## src/rtl/alu_seq_pkg.sv

```systemverilog
// Shared opcodes, flag bit positions and FSM state encoding for alu_seq.
package alu_seq_pkg;

  localparam int OP_ADD = 0;
  localparam int OP_SUB = 1;
  localparam int OP_CMP = 2;
  localparam int OP_AND = 3;
  localparam int OP_OR  = 4;
  localparam int OP_XOR = 5;
  localparam int OP_LSH = 6;
  localparam int OP_ASH = 7;
  localparam int OP_MUL = 8;
  localparam int OP_MOV = 9;

  localparam int FLAG_C = 0;
  localparam int FLAG_L = 1;
  localparam int FLAG_F = 2;
  localparam int FLAG_Z = 3;
  localparam int FLAG_N = 4;

  typedef enum logic {
    IDLE = 1'b0,
    MUL  = 1'b1
  } state_e;

endpackage

```

## src/rtl/alu_seq_mul.sv

```systemverilog
// Iterative shift-add unsigned multiplier, one partial product per cycle.
// Built only when ALU_MUL_EN is defined.
`ifdef ALU_MUL_EN
module alu_seq_mul #(
  parameter int WIDTH = 16
) (
  input  logic               clk,
  input  logic               reset_n,
  input  logic               start,
  input  logic [WIDTH-1:0]   a,
  input  logic [WIDTH-1:0]   b,
  output logic               done,
  output logic [2*WIDTH-1:0] product
);

  localparam int CW = $clog2(WIDTH);

  logic               run_q;
  logic [CW-1:0]      cnt_q;
  logic [2*WIDTH-1:0] mcand_q;
  logic [2*WIDTH-1:0] acc_q;
  logic [WIDTH-1:0]   mplier_q;
  logic [2*WIDTH-1:0] acc_d;

  // The final partial sum is exposed combinationally so the owner can
  // register it on the same edge as the last iteration.
  assign acc_d   = mplier_q[0] ? (acc_q + mcand_q) : acc_q;
  assign done    = run_q && (cnt_q == CW'(WIDTH - 1));
  assign product = acc_d;

  always_ff @(posedge clk or negedge reset_n) begin
    if (!reset_n) begin
      run_q    <= 1'b0;
      cnt_q    <= '0;
      mcand_q  <= '0;
      acc_q    <= '0;
      mplier_q <= '0;
    end else if (start) begin
      run_q    <= 1'b1;
      cnt_q    <= '0;
      mcand_q  <= {{WIDTH{1'b0}}, a};
      acc_q    <= '0;
      mplier_q <= b;
    end else if (run_q) begin
      acc_q    <= acc_d;
      mcand_q  <= mcand_q << 1;
      mplier_q <= mplier_q >> 1;
      cnt_q    <= cnt_q + CW'(1);
      if (done) run_q <= 1'b0;
    end
  end

endmodule
`endif

```

## src/rtl/alu_seq.sv

```systemverilog
// Registered ALU with persistent {N,Z,F,L,C} flags and a valid/ready input.
// Define ALU_MUL_EN to add the iterative multiplier and the MUL state.
module alu_seq
  import alu_seq_pkg::*;
#(
  parameter int WIDTH = 16,
  parameter int OPW   = 8
) (
  input  logic             clk,
  input  logic             reset_n,
  input  logic             in_valid,
  output logic             in_ready,
  input  logic [WIDTH-1:0] A,
  input  logic [WIDTH-1:0] B,
  input  logic [OPW-1:0]   Opcode,
  output logic [WIDTH-1:0] C,
  output logic [4:0]       Flags,
  output logic             out_valid,
  output logic             illegal,
  output state_e           dbg_state
);

  // Handshake: an op is taken on a rising edge with in_valid && in_ready;
  // while in_ready is low the upstream holds its request unchanged.
  localparam logic [WIDTH-1:0] W_AMT = WIDTH'(WIDTH);

  logic             accept;
  logic [WIDTH-1:0] c_q, c_d;
  logic [4:0]       flags_q, flags_d;
  logic             out_valid_q, out_valid_d;
  logic             illegal_q, illegal_d;
  logic             set_zn;
  logic [WIDTH-1:0] sum, diff, shamt, lsh_r, ash_r;
  logic             carry, borrow, neg_b;

  assign accept         = in_valid && in_ready;
  assign {carry, sum}   = {1'b0, A} + {1'b0, B};
  assign {borrow, diff} = {1'b0, A} - {1'b0, B};
  assign neg_b          = B[WIDTH-1];
  assign shamt          = neg_b ? (-B) : B;

  always_comb begin
    lsh_r = '0;
    ash_r = {WIDTH{A[WIDTH-1]}};
    if (!neg_b) begin
      ash_r = '0;
      if (shamt < W_AMT) begin
        lsh_r = A << shamt;
        ash_r = A << shamt;
      end
    end else if (shamt < W_AMT) begin
      lsh_r = A >> shamt;
      ash_r = $unsigned($signed(A) >>> shamt);
    end
  end

`ifdef ALU_MUL_EN
  logic               mul_start, mul_done;
  logic [2*WIDTH-1:0] mul_prod;
  state_e             state_q, state_d;
`endif

  always_comb begin
    c_d         = c_q;
    flags_d     = flags_q;
    out_valid_d = 1'b0;
    illegal_d   = 1'b0;
    set_zn      = 1'b0;
`ifdef ALU_MUL_EN
    mul_start   = 1'b0;
`endif
    if (accept) begin
      out_valid_d = 1'b1;
      case (Opcode)
        OPW'(OP_ADD): begin
          c_d             = sum;
          flags_d[FLAG_C] = carry;
          flags_d[FLAG_F] = (A[WIDTH-1] == B[WIDTH-1]) && (sum[WIDTH-1] != A[WIDTH-1]);
          set_zn          = 1'b1;
        end
        OPW'(OP_SUB): begin
          c_d             = diff;
          flags_d[FLAG_C] = borrow;
          flags_d[FLAG_F] = (A[WIDTH-1] != B[WIDTH-1]) && (diff[WIDTH-1] != A[WIDTH-1]);
          set_zn          = 1'b1;
        end
        OPW'(OP_CMP): begin
          flags_d[FLAG_Z] = (A == B);
          flags_d[FLAG_L] = borrow;
          flags_d[FLAG_N] = ($signed(A) < $signed(B));
        end
        OPW'(OP_AND): begin c_d = A & B; set_zn = 1'b1; end
        OPW'(OP_OR):  begin c_d = A | B; set_zn = 1'b1; end
        OPW'(OP_XOR): begin c_d = A ^ B; set_zn = 1'b1; end
        OPW'(OP_LSH): c_d = lsh_r;
        OPW'(OP_ASH): c_d = ash_r;
        OPW'(OP_MOV): c_d = B;
`ifdef ALU_MUL_EN
        OPW'(OP_MUL): begin
          out_valid_d = 1'b0;
          mul_start   = 1'b1;
        end
`endif
        default: illegal_d = 1'b1;
      endcase
    end
`ifdef ALU_MUL_EN
    if (mul_done) begin
      out_valid_d     = 1'b1;
      c_d             = mul_prod[WIDTH-1:0];
      flags_d[FLAG_F] = |mul_prod[2*WIDTH-1:WIDTH];
      set_zn          = 1'b1;
    end
`endif
    if (set_zn) begin
      flags_d[FLAG_Z] = (c_d == '0);
      flags_d[FLAG_N] = c_d[WIDTH-1];
    end
  end

  always_ff @(posedge clk or negedge reset_n) begin
    if (!reset_n) begin
      c_q         <= '0;
      flags_q     <= '0;
      out_valid_q <= 1'b0;
      illegal_q   <= 1'b0;
    end else begin
      c_q         <= c_d;
      flags_q     <= flags_d;
      out_valid_q <= out_valid_d;
      illegal_q   <= illegal_d;
    end
  end

  assign C         = c_q;
  assign Flags     = flags_q;
  assign out_valid = out_valid_q;
  assign illegal   = illegal_q;

`ifdef ALU_MUL_EN
  always_ff @(posedge clk or negedge reset_n) begin
    if (!reset_n) state_q <= IDLE;
    else          state_q <= state_d;
  end

  always_comb begin
    state_d = state_q;
    case (state_q)
      IDLE:    if (mul_start) state_d = MUL;
      MUL:     if (mul_done)  state_d = IDLE;
      default: state_d = IDLE;
    endcase
  end

  always_comb begin
    in_ready  = (state_q == IDLE);
    dbg_state = state_q;
  end

  alu_seq_mul #(.WIDTH(WIDTH)) u_mul (
    .clk     (clk),
    .reset_n (reset_n),
    .start   (mul_start),
    .a       (A),
    .b       (B),
    .done    (mul_done),
    .product (mul_prod)
  );
`else
  assign in_ready  = 1'b1;
  assign dbg_state = IDLE;
`endif

endmodule

```

## config.mk

```make
export PLATFORM = sky130hd
export DESIGN_NAME = alu_seq
export DESIGN_NICKNAME = d
export VERILOG_FILES = /design/src/rtl/alu_seq_pkg.sv /design/src/rtl/alu_seq_mul.sv /design/src/rtl/alu_seq.sv
export SDC_FILE = /design/constraint.sdc
export NUM_CORES = 1
export LEC_CHECK = 0
export ABC_AREA = 1
export CORE_MARGIN = 10
export CORE_UTILIZATION = 45
export CTS_CLUSTER_SIZE = 25
export DETAILED_ROUTE_END_ITERATION = 10
export PLACE_DENSITY = 0.69
export SYNTH_ARGS = -nofsm -noshare
export SYNTH_HDL_FRONTEND = slang
export SYNTH_HIERARCHICAL = 1
export SYNTH_SLANG_ARGS = --single-unit
```

## constraint.sdc

```tcl
create_clock -name clk -period 1.2 [get_ports clk]
set_clock_uncertainty 0.1 [all_clocks]
set_input_delay 0.18 -clock clk [delete_from_list [all_inputs] [get_ports clk]]
set_output_delay 0.18 -clock clk [all_outputs]
set_load 0.1 [all_outputs]
```

==> flow_summary.toml <==
[status]
status = "finished, violations left"
violations = "design-rule violations, negative setup slack"

[timing]
setup_viol = 36
grt_setup_unrepaired = "true"
fmax_ghz = 0.291
hold_viol_final = 0
setup_tns_ns = -37.24
tightest_slew_ns = 0.996
setup_ws_ns = -2.23
period_share = 2.86
period_needed_ns = 3.43
timing.hold.ws_ns = 0.162
report.final.slew_viol_count = 0
slew_headroom = 0.329

[power_and_ir_drop]
finalPower_mw = 10.5
power_leakage_nw = 5.84
p_per_area_mw_per_mm2 = 871
peakVddDrop_v = 0.000975

[route]
ant_nets = 0
wirelength_um = 43100
via_per_inst = 6.68
drt_iter0_markers = 1838
firstDrtPassIters = 11
routed-via-count = 11600
avgRoutedWirePerCell_um = 24.9
drcViolationCount = 41

[floorplan]
die-area_mm2 = 0.0189
core_mm2 = 0.0134
die_h_um = 138
initial_core_util = 0.464
core.rowCount = 42
chipWidth_um = 138
io_pins = 68

[synth]
synth_area_mm2 = 0.00622
synth_edf_count = 0
synthDistinctLibCells = 55
ys_seq_area_frac = 0.0926
avgSynthCellArea_um2 = 5.39
synth-seq-cells = 23
syn-num-nets = 1248
synthCells = 1154
synthArstFlopShare = 1.00
synth_warnings = 6
ys.flop_type = "dfrtp_1"

[worst_setup_path]
r2r_slack_ns = -0.39
r2r-start = "C[6]$_DFF_PN0_"
cp_common_cell = "nand3_1"
worstSetupPathType = "in2reg"
r2r-end = "Flags[3]$_DFFE_PN0P_"
required_ns = 1.29
critPathSlowestCell = "nor2_1"
cp-end-kind = "flip-flop"
reg2reg_depth = 8
critPathArrivalTime_ns = 3.52
startpoint = "B[15]"
critPathMaxFanout = 14
path_cells = "buf_2 -> buf_8 -> nand2_1 -> nor2_1 -> nand3_1 -> nand2_1 -> nand2_1 -> nand2_2 -> nor2_4 -> buf_6 -> nand3_2 -> nand2_2 -> nand3_1 -> o21ai_0 -> buf_4 -> o211ai_1 -> nand3_1 -> nand3_1 -> nand3_2 -> o21bai_1 -> inv_2 -> nor2_2 -> nand3_2 -> a21oi_2"
startpoint_type = "primary input"
critPathMaxStageDelay_ns = 0.22

[cts]
cts_tree = "done"
cts_buffer_depth = 2
h-tree-depth = 1
clk_latency_ns = 0.26
clk_pin_slew_ns = 0.06
cts_buffers = 3
cts_sinks = 23
ctsRootBufferMaster = "clkbuf_16"
cts.hold.buffers_added = 0

[global_route]
antenna_found_initial = 2
first_global_vias = 10400
grt_pass1_wl_um = 53700
grt_usage = 0.356
grt_max_degree = 24
grt_remaining_overflow = 0

[layout]
fin_cells = 1731
design_area_mm2 = 0.0121
final_cell_mix = "buf_4, nand2_1, nand2_2, nand3_1, inv_1"
num-fill-cells = 607
final_common_cell = "buf_4"
layout-drive-gt1-share = 0.534
area_growth_pct = 93.8
utilization = 0.899
nets = 1649

[placement]
post-place-ws_ns = -2.59
numPortBuffers = 65
dpl_cell_area_mm2 = 0.00978
place.gp.congestion = 1.06
place_inst = 1647
hpwl_um = 24600

[flow_run]
drv_cap = 0

[worst_hold_path]
min_path_type = "in2async"
## layer usage
layer	vias up	part of all wire	GRT usage
met2	1240	0.44	0.612
met1	5164	0.32	0.389
li1	4635	-	-
met5	-	0	0
met4	0	0.11	0.225
met3	530	0.13	0.0761
## power by group
part           switching, mW  internal [mW]
Combinational           5.04           3.49
Sequential             0.213          0.993
Clock                  0.306          0.455
## cell type report
class | instances | area, um2 | area share
clock buffers | 4 | 78.8 | 0.00654
repair buffers | 448 | 4050 | 0.336
multi-input cells | 933 | 6500 | 0.539
well taps | 176 | 220 | 0.0183
inverters | 146 | 628 | 0.0521
flip-flops and latches | 23 | 576 | 0.0478
diodes | 1 | 2.50 | 0.000208
## critical path, delay by kind of cell
kind / cells / cell delay, ns
and+or+nand+nor: 15 / 1.84
buffers and inverters: 5 / 0.77
AOI/OAI and AO/OA: 4 / 0.71
## logic make-up after synthesis
| group | Yosys count | share of synthesized area |
|---|---|---|
| AO/OA/AOI/OAI | 180 | 0.171 |
| XOR/XNOR | 6 | 0.00845 |
| adder cells (fa/ha/maj) | 51 | 0.105 |
| buffers and inverters | 199 | 0.131 |
| flip-flops | 23 | 0.0926 |
| other | 2 | 0.00121 |
| AND/OR/NAND/NOR | 693 | 0.490 |
## synthesized netlist by cell type, types with 5 or more instances
library cell	n	area [um2]
nand2_1	363	1360
nand3_1	165	826
inv_1	127	477
nor2_1	86	323
a21oi_1	68	340
ha_1	49	613
o21ai_0	43	215
nand4_1	24	150
clkbuf_1	23	86.3
dfrtp_1	23	576
buf_2	16	80.1
or2_2	13	81.3
inv_2	12	45.0
o21ai_1	12	60.1
nor3_1	11	55.1
o22ai_1	11	68.8
a221oi_1	9	78.8
nand2_2	7	43.8
buf_1	6	22.5
clkinv_1	6	22.5
xor2_1	5	43.8
## timing repair
action	CTS	global route
buffers inserted	74	29
cloned	2	0
gates resized for setup	413	189
endpoints found under the setup margin	36	36
pin swaps	181	131
## state kept, by name (all words and copies together), names as in the netlist
signal / count
C: 16
Flags: 5
illegal: 1
out_valid: 1
## worst max-delay path by stage
stage | cells past startpoint | to
after floorplan | 30 | Flags[3]$_DFFE_PN0P_
after global placement | 27 | Flags[3]$_DFFE_PN0P_
after detailed placement | 28 | Flags[3]$_DFFE_PN0P_
after CTS | 34 | Flags[3]$_DFFE_PN0P_
after global routing | 24 | Flags[3]$_DFFE_PN0P_
final | 24 | Flags[3]$_DFFE_PN0P_
(Power assumes the default switching activity.)
